===== src/rtl/edge_pkg.sv =====
// Shared types and widths for the SRAM burst read path.
// Holds the burst FSM state encoding and SRAM word geometry.
package edge_pkg;

  localparam int SRAM_ADDR_BITS = 16;
  localparam int SRAM_DATA_BITS = 32;

  typedef enum logic [1:0] {
    IDLE  = 2'd0,
    ISSUE = 2'd1,
    WAIT  = 2'd2,
    DRAIN = 2'd3
  } burst_state_t;

endpackage


===== src/rtl/burst_fifo.sv =====
// Small synchronous FIFO buffering SRAM read words for the stream output.
// Ports: push/wdata write side, pop/rdata read side, full/empty status.
module burst_fifo #(
  parameter int DATA_BITS  = 32,
  parameter int FIFO_DEPTH = 4
) (
  input  logic                 clk,
  input  logic                 n_rst,
  input  logic                 push,
  input  logic                 pop,
  input  logic [DATA_BITS-1:0] wdata,
  output logic [DATA_BITS-1:0] rdata,
  output logic                 full,
  output logic                 empty
);

  localparam int PW = $clog2(FIFO_DEPTH);

  logic [DATA_BITS-1:0] mem [FIFO_DEPTH];
  logic [PW-1:0]        wr_ptr;
  logic [PW-1:0]        rd_ptr;
  logic [PW:0]          count;
  logic                 do_push;
  logic                 do_pop;

  assign full  = (count == (PW+1)'(FIFO_DEPTH));
  assign empty = (count == '0);
  assign rdata = mem[rd_ptr];

  // A pop frees the head slot in the same cycle, so a
  // simultaneous push is accepted even when full.
  assign do_push = push && (!full || pop);
  assign do_pop  = pop && !empty;

  always_ff @(posedge clk or negedge n_rst) begin
    if (!n_rst) begin
      for (int i = 0; i < FIFO_DEPTH; i++) begin
        mem[i] <= '0;
      end
      wr_ptr <= '0;
      rd_ptr <= '0;
      count  <= '0;
    end else begin
      if (do_push) begin
        mem[wr_ptr] <= wdata;
        wr_ptr      <= wr_ptr + 1'b1;
      end
      if (do_pop) begin
        rd_ptr <= rd_ptr + 1'b1;
      end
      unique case ({do_push, do_pop})
        2'b10:   count <= count + 1'b1;
        2'b01:   count <= count - 1'b1;
        default: count <= count;
      endcase
    end
  end

endmodule


===== src/rtl/sram_burst_reader.sv =====
// Burst read sequencer: one SRAM read per word, results buffered in a FIFO.
// Ports: req/base_addr/num_words in, busy/done status, SRAM handshake, stream.
module sram_burst_reader
  import edge_pkg::*;
#(
  parameter int ADDR_BITS  = SRAM_ADDR_BITS,
  parameter int DATA_BITS  = SRAM_DATA_BITS,
  parameter int LEN_BITS   = 16,
  parameter int FIFO_DEPTH = 4
) (
  input  logic                 clk,
  input  logic                 n_rst,
  input  logic                 req,
  input  logic [ADDR_BITS-1:0] base_addr,
  input  logic [LEN_BITS-1:0]  num_words,
  output logic                 busy,
  output logic                 done,
  output logic                 start,
  output logic                 writemode,
  output logic [ADDR_BITS-1:0] i_address,
  input  logic [DATA_BITS-1:0] i_r_data,
  input  logic                 io_done,
  output logic [DATA_BITS-1:0] out_data,
  output logic                 out_valid,
  input  logic                 out_ready
);

  burst_state_t         state;
  logic [ADDR_BITS-1:0] cur_addr;
  logic [LEN_BITS-1:0]  remaining;
  logic                 full;
  logic                 empty;
  logic                 push;
  logic                 pop;

  assign writemode = 1'b0;
  assign out_valid = !empty;
  assign pop       = !empty && out_ready;
  // io_done outside WAIT belongs to no access of ours.
  assign push      = (state == WAIT) && io_done;

  burst_fifo #(
    .DATA_BITS  (DATA_BITS),
    .FIFO_DEPTH (FIFO_DEPTH)
  ) u_fifo (
    .clk   (clk),
    .n_rst (n_rst),
    .push  (push),
    .pop   (pop),
    .wdata (i_r_data),
    .rdata (out_data),
    .full  (full),
    .empty (empty)
  );

  always_ff @(posedge clk or negedge n_rst) begin
    if (!n_rst) begin
      state     <= IDLE;
      cur_addr  <= '0;
      remaining <= '0;
      busy      <= 1'b0;
      done      <= 1'b0;
      start     <= 1'b0;
      i_address <= '0;
    end else begin
      done  <= 1'b0;
      start <= 1'b0;
      unique case (state)
        IDLE: begin
          if (req && num_words != '0) begin
            cur_addr  <= base_addr;
            remaining <= num_words;
            busy      <= 1'b1;
            state     <= ISSUE;
          end else if (req) begin
            done <= 1'b1;
          end
        end
        ISSUE: begin
          // Issue only with a free slot so the
          // returning word always fits.
          if (!full) begin
            start     <= 1'b1;
            i_address <= cur_addr;
            state     <= WAIT;
          end
        end
        WAIT: begin
          if (io_done) begin
            cur_addr  <= cur_addr + 1'b1;
            remaining <= remaining - 1'b1;
            if (remaining == LEN_BITS'(1)) begin
              state <= DRAIN;
            end else begin
              state <= ISSUE;
            end
          end
        end
        DRAIN: begin
          if (empty) begin
            done  <= 1'b1;
            busy  <= 1'b0;
            state <= IDLE;
          end
        end
        default: state <= IDLE;
      endcase
    end
  end

endmodule


===== config.mk =====
export PLATFORM = sky130hd
export DESIGN_NAME = sram_burst_reader
export DESIGN_NICKNAME = d
export VERILOG_FILES = /design/src/rtl/edge_pkg.sv /design/src/rtl/burst_fifo.sv /design/src/rtl/sram_burst_reader.sv
export SDC_FILE = /design/constraint.sdc
export NUM_CORES = 1
export LEC_CHECK = 0
export ABC_AREA = 1
export CAP_MARGIN = 20
export CORE_AREA = 2 2 117 147
export CTS_BUF_LIST = sky130_fd_sc_hd__clkbuf_2 sky130_fd_sc_hd__clkbuf_4 sky130_fd_sc_hd__clkbuf_8
export CTS_CLUSTER_DIAMETER = 200
export DETAILED_ROUTE_END_ITERATION = 12
export DIE_AREA = 0 0 119 149
export PLACE_DENSITY = 0.82
export SKIP_LAST_GASP = 1
export SLEW_MARGIN = 20
export SYNTH_ARGS = -nofsm -noshare
export SYNTH_HDL_FRONTEND = slang
export SYNTH_SLANG_ARGS = --single-unit

===== constraint.sdc =====
create_clock -name clk -period 2.7 [get_ports clk]
set_input_delay 0.675 -clock clk [delete_from_list [all_inputs] [get_ports clk]]
set_output_delay 0.675 -clock clk [all_outputs]
set_load 0.01 [all_outputs]

; Yosys cells after proc, flatten, opt, wreduce, memory -nomap -nowiden
; Cells that the tools add are included.
[word_totals]
regBits = 188
output_inout_bits = 53
word_cells = 84
[classes]
muxes = 28
n_reduce_logical = 19
bitwise = 3
magnitude_cmp = 3
n_addsub = 6
eq_ne = 11
[op_table]
columns = operator, n
row1 = $bwmux W128, 1
row2 = $mux W32, 3
row3 = $bmux W32 S2, 1
row4 = $demux W32 S2, 1
row5 = $mux W16, 4
row6 = $pmux W16 S2, 2
row7 = $add A16 B1 Y16 const B, 1
row8 = $eq A16 B1 Y1 const B, 1
row9 = $reduce_bool A16 Y1, 1
row10 = $sub A16 B1 Y16 const B, 1
row11 = $mux W2, 5
row12 = $pmux W2 S4, 1
row13 = $mux W1, 7
row14 = $eq A2 B2 Y1 const B, 3
row15 = $ge A3 B3 Y1 const B, 2
row16 = $logic_and A1 B1 Y1, 6
row17 = $ne A2 B2 Y1 const B, 3
row18 = $not A2 Y3, 2
row19 = $pmux W3 S2, 1
row20 = $reduce_and A3 Y1, 2
row21 = $reduce_bool A2 Y1, 3
row22 = $add A2 B1 Y2 const B, 2
row23 = $eq A2 B1 Y1 const B, 2
row24 = $pmux W1 S2, 2
row25 = other kinds (12), 13

; Depth between registers and ports, before layout
; Gate-level depths: netlist of the first run.
[logic_depth]
ltp_word = 7
ltp_mapped = 11
ltp_nobuf = 11

; Cells and area by module
; Synthesis of the first run repeated with hierarchy kept, for this count alone.
[unflattened]
cells_unflattened = 1302
hier_area_um2 = 9843.2
[by_module_without_submodules]
columns = mod, area_per_inst_um2, seq_area_each_um2, cells_each, instances
row1 = burst_fifo, 6552.5, 3378.2, 802, 1
row2 = sram_burst_reader, 3290.7, 1326.3, 500, 1

; Worst setup path before layout of the first run
; Ideal clock, no wire load.
[synth_path]
path_kind = register -> output
from = register u_fifo.rd_ptr[0]
to = output out_data[11]
n_path_buf = 3
path_stages_with_launch = 7
arrival_time_ps = 1319
setup_slack_ps = 706
cell_sequence = dfrtp_1 > buf_2 > inv_1 > buf_2 > clkbuf_1 > nor2_1 > o22ai_1
[synth_via]
elab_chain_len = 4
[synth_rtl]
columns = item, line_no
row1 = from (decl), burst_fifo.sv:21  ; logic [PW-1:0] rd_ptr;
row2 = from (signal assigned), burst_fifo.sv:49  ; rd_ptr <= rd_ptr + 1'b1;
row3 = $not A2 Y3 (implied by the code), burst_fifo.sv:28  ; assign rdata = mem[rd_ptr];
row4 = $bmux W32 S2, burst_fifo.sv:28
row5 = $mux W32 (implied by the code) (2 in series), burst_fifo.sv:28
row6 = to (decl), sram_burst_reader.sv:23  ; output logic [DATA_BITS-1:0] out_data,
; Every way passes these cells. The select of a mux whose other input is x is not followed.

; Worst setup path after layout of the first run
[layout_path]
from = register u_fifo.rd_ptr[0]
to = output out_data[14]
; The elaborated chain is that of the path after synthesis.

==> metrics, run 1 <==
Post-DP HPWL=approximately 14000 um; total gr overflow=0; clk slew on worst S/H paths=80 ps; Bufs on Longest Clock Path=2; Mapped Cells=around 1200; commonest non-fill, non-tap cell in the layout=nand2_1; Mapped Nets=between 1000 and 1500; Post-route DRC=0; nature of the critical path startpoint=register; cts hold-fix bufs=0; core area=roughly 0.017 mm^2; synth unique cells=28; Worst-Skew Late Latency=roughly 460 ps; Setup-failing EPs final=9; Total Wirelength=21030 um; met3 usage=under 10%; skew final=~12 ps; reg-to-reg setup timing slack=around 550 ps; Initial DRC Count=483; sequential cell area fraction in the yosys report=about half; Worst EP arrival=a little over 2000 ps; Chip Height=around 150 um; port buffer count=between 100 and 150; Num CTS Buffers=17; htree depth=4; P&R area growth vs syn=20.30%; Crit path largest cell delay=~570 ps; Clock Tree Root=clkbuf_8; Post-CTS Setup Inserts=0; Yosys warning count=0; final worst slack=-43.38 ps; reg-to-reg endpoint=u_fifo.count[2]$_DFFE_PN0P_; worst r2r src=state[0]$_DFFE_PN0P_; crit-path max FO=44; largest net degree at the start of global routing=65; status=finished with violations; GRT met1 Usage=between 30 and 40%; die span in x=119 um; crit path from=u_fifo.rd_ptr[0]$_DFFE_PN0P_; Seq cells post-synth=188; Final Slew Violations=0; min cycle time layout=~2700 ps; failing checks=negative setup slack; Post-Layout Cell Count=approximately 1500; worst vdd ir=roughly 0.58 mV; Slew @ Worst Pin=approximately 780 ps; Primary FF master, synth=dfrtp_1; worst path cell trace=clkinv_1, buf_12, o21ai_0, o22ai_1, clkdlybuf4s50_1; Leak Pwr=around 5.3 nW; die area=between 0.015 and 0.02 mm^2; met2 Use GR=a little over two fifths; Initial Util=between 50% and 60%; initial antenna violation count=0; TritonCTS clock tree=done; clk sinks=around 190; Antenna diodes=0; Slowest cell on crit path=clkdlybuf4s50_1; busiest grt layer=met2; Max-cap violations=0; CP endpoint kind=output pin; r2r worst-path depth=11; Syn Std Cell Area=0.009115 mm^2; min-delay worst type=in -> async; cell count after placement=between 1000 and 1500; maximum clock rate=roughly 360 MHz; site row count=53; number of global-route vias before repair=between 7000 and 8000; placed inst area=approximately 0.011 mm^2; syn avg cell area=7.837 um^2; IO Count=between 100 and 150; unrepaired setup endpoints after global routing=true; Worst Path Required=2030 ps; Via density=5.388; Avg WL per Cell=~14 um; Slew HR=between 40% and 50%; number of synthesized flops with an enable pin=0; first-pass iteration count of the detailed router=6; Final Hold Viols=0; Vias=8018; first-pass GRT wire length=approximately 36000 um; hold slack=193.1 ps; Tcrit/Tclk final=101.6%; Post-DRT Antenna Nets=0; layout cells sized above 1=under 10%; GRT Util Overall=24.91%; Nets=~1300; post-layout power=13.14 mW; PD cells=1198 mW/mm^2; gpl congestion=0.8632; FFs w/ async S/R, synth=100.0%; most frequent cells in the layout=333 x nand2_1, 221 x o21ai_0, 187 x dfrtp_1, 117 x nor2_1, 116 x clkdlybuf4s50_1; crit path kind=reg -> out; Finished Cell Area=approximately 0.011 mm^2
registers in the layout, indices dropped and copies added, names as in the netlist:
register / count
busy: 1
cur_addr: 16
done: 1
i_address: 16
remaining: 16
start: 1
state: 2
u_fifo.count: 3
u_fifo.mem: 128
u_fifo.rd_ptr: 2
u_fifo.wr_ptr: 2
report_power, final:
| part | internal, mW | total (mW) | switching (mW) |
|---|---|---|---|
| clock network | 1.14 | 2.06 | 0.924 |
| registers | 4.09 | 4.91 | 0.821 |
| logic | 2.69 | 6.17 | 3.47 |
layer usage:
metal	up-vias	wire (um)	part of all wire, %
li1	3953	-	-
met1	3792	8998	43
met2	242	10630	51
met3	31	1017	4.8
met4	0	392	1.9
met5	-	0	0
per-stage QoR:
step / TNS, ps / util [%] / setup slack, ps
6_report: -240.2 / 66.41 / -43.38
3_3_place_gp: 0 / 63.70 / 184.2
2_1_floorplan: 0 / - / 705.9
5_1_grt: -3267 / 66.41 / -188.2
4_1_cts: -763.0 / 66.41 / -84.96
3_5_place_dp: 0 / 63.70 / 151.3
critical path, delay by kind of cell, from the launching register on:
kind | cells | cell delay (ps)
buffers and inverters | 3 | 880
flip-flops | 1 | 430
AO/OA/AOI/OAI | 2 | 290
repair_timing:
action / in CTS / in global routing
gates resized for setup: 7 / 0
endpoints found under the setup margin: 32 / 29
pin swaps: 1 / 0
cell usage after synthesis (4+ instances only):
library cell  instances  area (um^2)
nor2_1              117        439.2
buf_4                 5        37.54
nand3_1              46        230.2
dfrtp_1             188         4705
clkbuf_1             32        120.1
inv_1                92        345.3
ha_1                 12        150.1
xor2_1                4        35.03
buf_2                22        110.1
o22ai_1              33        206.5
o21ai_1              21        105.1
o21ai_0             221         1106
nand2_1             333         1250
nand2_4               4        45.04
nand4_1              13        81.33
worst max path at each step:
stage,end,slack (ps),depth (start not counted)
2_1_floorplan,out_data[11],710,6
6_report,out_data[14],-40,5
3_5_place_dp,u_fifo.count[2]$_DFFE_PN0P_,150,9
5_1_grt,out_data[20],-190,5
4_1_cts,out_data[14],-80,5
3_3_place_gp,u_fifo.count[2]$_DFFE_PN0P_,180,9
cells by family after synthesis:
logic type	synth area share, %
flops	51.61
xor+xnor	0.4804
simple gates	23.02
other cells	0.04114
fa+ha+maj	1.867
buf+inv	6.932
compound gates	16.05
layout make-up:
type | instances | area [um^2]
Clock inverter | 8 | 167.7
Sequential cell | 188 | 4706
Multi-Input combinational cell | 821 | 3779
Inverter | 94 | 352.8
Timing Repair Buffer | 137 | 1416
Fill cell | 1381 | 5547
Clock buffer | 20 | 269.0
Tap cell | 220 | 275.3
Note: power is estimated with default switching activity, not from simulation.
==> run 2, diff against run 1 <==
Settings changed: CORE_AREA 2 2 117 147 to 4 4 119 149, DIE_AREA 0 0 119 149 to 0 0 123 153, PLACE_DENSITY 0.82 to not set, PLACE_DENSITY_LB_ADDON set to 0.08.
==> run 2 against run 1 <==
Net effect:
- non-clock buffer count increased by 6
- wire length increased by 4.4%
- worst setup slack improved by 250 ps
- clock-buffer cell count unchanged
- worst hold slack got worse by 2.4 ps
- the run now ends clean
- via count decreased by 0.35%
- cell count increased by 0.40%
- largest power group unchanged
- sequential power about the same
==> metrics, run 2 (synthesized netlist as in run 1, its figures left out) <==
status=completed; number of flip-flops under the largest register name=around 130; final worst slack=205.3 ps; busiest grt layer=met2; die span in x=123 um; min-delay worst type=in -> async; Bufs on Longest Clock Path=2; first-pass iteration count of the detailed router=5; Nets=between 1000 and 1500; worst r2r src=state[0]$_DFFE_PN0P_; maximum clock rate=roughly 400 MHz; Initial Util=56.26%; layout cells sized above 1=approximately 5.7%; Max-cap violations=0; multi-input combinational cell area=between 0.003 and 0.004 mm^2; core area=around 0.016 mm^2; r2r worst-path depth=11; Antenna diodes=0; cts hold-fix bufs=0; Setup WS pre-CTS=-95.14 ps; Slew @ Worst Pin=about 670 ps; Finished Core Util=67.89%; hold slack=around 190 ps; Via density=between 5 and 6; met3 usage=under 10%; Final TNS setup=0 ps; commonest non-fill, non-tap cell in the layout=nand2_1; site row count=52; Clock Tree Root=clkbuf_8; Leak Pwr=between 5 and 6 nW; clk slew on worst S/H paths=around 100 ps; clock power share=a little over an eighth; fillers=1418; crit path kind=reg -> out; Tcrit/Tclk final=between 90% and 100%; cell count after placement=1457; total gr overflow=0; clk sinks=~190; most frequent cells in the layout=333 x nand2_1, 221 x o21ai_0, 187 x dfrtp_1, 117 x nor2_1, 90 x inv_1; Worst Path Required=2030 ps; reg-to-reg endpoint=u_fifo.count[2]$_DFFE_PN0P_; Num CTS Buffers=17; port buffer count=between 100 and 150; worst vdd ir=a little over 0.5 mV; Post-Layout Cell Count=1494; placed inst area=roughly 0.011 mm^2; nature of the critical path startpoint=register; Final Slew Violations=0; CP endpoint kind=output pin; Worst-Skew Late Latency=approximately 460 ps; min cycle time layout=2495 ps; crit-path max FO=32; Reg area=around 0.0047 mm^2; Internal=around 7.4 mW; Switching Share=a little over two fifths; Vias=7990; TritonCTS clock tree=done; skew final=roughly 14 ps; gpl congestion=between 0.8 and 0.9; Post-DRT Antenna Nets=0; Flop pwr share=38.3%; GRT met1 Usage=between 30 and 40%; post-layout power=12.76 mW; largest net degree at the start of global routing=between 60 and 70; Net Sw Power=about 5.4 mW; number of global-route vias before repair=7699; Final Hold Viols=0; Chip Height=approximately 150 um; Initial DRC Count=approximately 530; reg-to-reg setup timing slack=560 ps; Gate power share=between 40% and 50%; unrepaired setup endpoints after global routing=false; GRT Util Overall=24.09%; htree depth=4; IO Count=about 120; Slew HR=55.27%; die area=~0.019 mm^2; Top reg by flops=u_fifo.mem; Post-DP HPWL=about 14000 um; met2 Use GR=approximately two fifths; first-pass GRT wire length=roughly 37000 um; Avg WL per Cell=approximately 15 um; Setup-failing EPs final=0; initial antenna violation count=0; Post-route DRC=0; Finished Cell Area=0.01100 mm^2; Total Wirelength=approximately 22000 um; Worst EP arrival=1820 ps; P&R area growth vs syn=20.67%; PD cells=between 1000 and 1500 mW/mm^2
## run 2: cell count changes in the layout (fill, tap and decap cells not counted), sizes merged
cell | previous run | this run
buf | 18 | 22
bufinv | 5 | 0
clkbuf | 20 | 22
clkdlybuf4s50 | 116 | 87
clkinv | 3 | 5
clkinvlp | 1 | 4
dlygate4sd2 | 3 | 23
dlymetal6s2s | 0 | 9
inv | 93 | 97
## run 2: power groups by stage
| stage | Clock, mW | Combinational [mW] | Sequential [mW] |
|---|---|---|---|
| after global placement | 0 | 6.03 | 4.88 |
| after floorplan | 0 | 3.85 | 4.78 |
| after global routing | 1.88 | 7.01 | 5.04 |
| after CTS | 1.76 | 6.05 | 4.87 |
| after detailed placement | 0 | 6.17 | 4.91 |
| final | 1.71 | 6.16 | 4.89 |
## run 2: how the worst max path moves through the flow
stage / start / end / slack [ps] / cells past startpoint
after global placement: num_words[15] / remaining[1]$_DFFE_PN0P_ / -40 / 8
final: u_fifo.rd_ptr[0]$_DFFE_PN0P_ / out_data[10] / 210 / 5
after global routing: u_fifo.rd_ptr[0]$_DFFE_PN0P_ / out_data[31] / 60 / 5
after floorplan: u_fifo.rd_ptr[0]$_DFFE_PN0P_ / out_data[11] / 710 / 6
after CTS: u_fifo.rd_ptr[0]$_DFFE_PN0P_ / out_data[27] / -80 / 5
after detailed placement: num_words[10] / remaining[5]$_DFFE_PN0P_ / -100 / 9
## run 2: final cells by class
type | instances | area share (%)
flip-flops and latches | 188 | 42.78
clock buffers | 20 | 2.446
inverters | 94 | 3.231
clock inverters | 12 | 0.8076
repair buffers | 143 | 13.87
well taps | 216 | 2.457
multi-input cells | 821 | 34.41
## run 2: worst max-delay path: stages (launching register included)
cell and delay (ps):
dfrtp_2 460, buf_4 170, buf_16 170, o21ai_0 190
o22ai_1 90, dlygate4sd2_1 290
## run 2: repair_timing
| action | in CTS | in global routing |
|---|---|---|
| pin swaps | 1 | 1 |
| cloned | 1 | 2 |
| setup buffers | 1 | 0 |
| gates resized for setup | 28 | 13 |
| setup endpoints to repair | 32 | 9 |
## run 2: routing by layer
metal / share of wire, % / vias up
li1: - / 3973
met1: 44 / 3786
met2: 49 / 201
met3: 5.3 / 30
met4: 1.4 / 0
met5: 0 / -
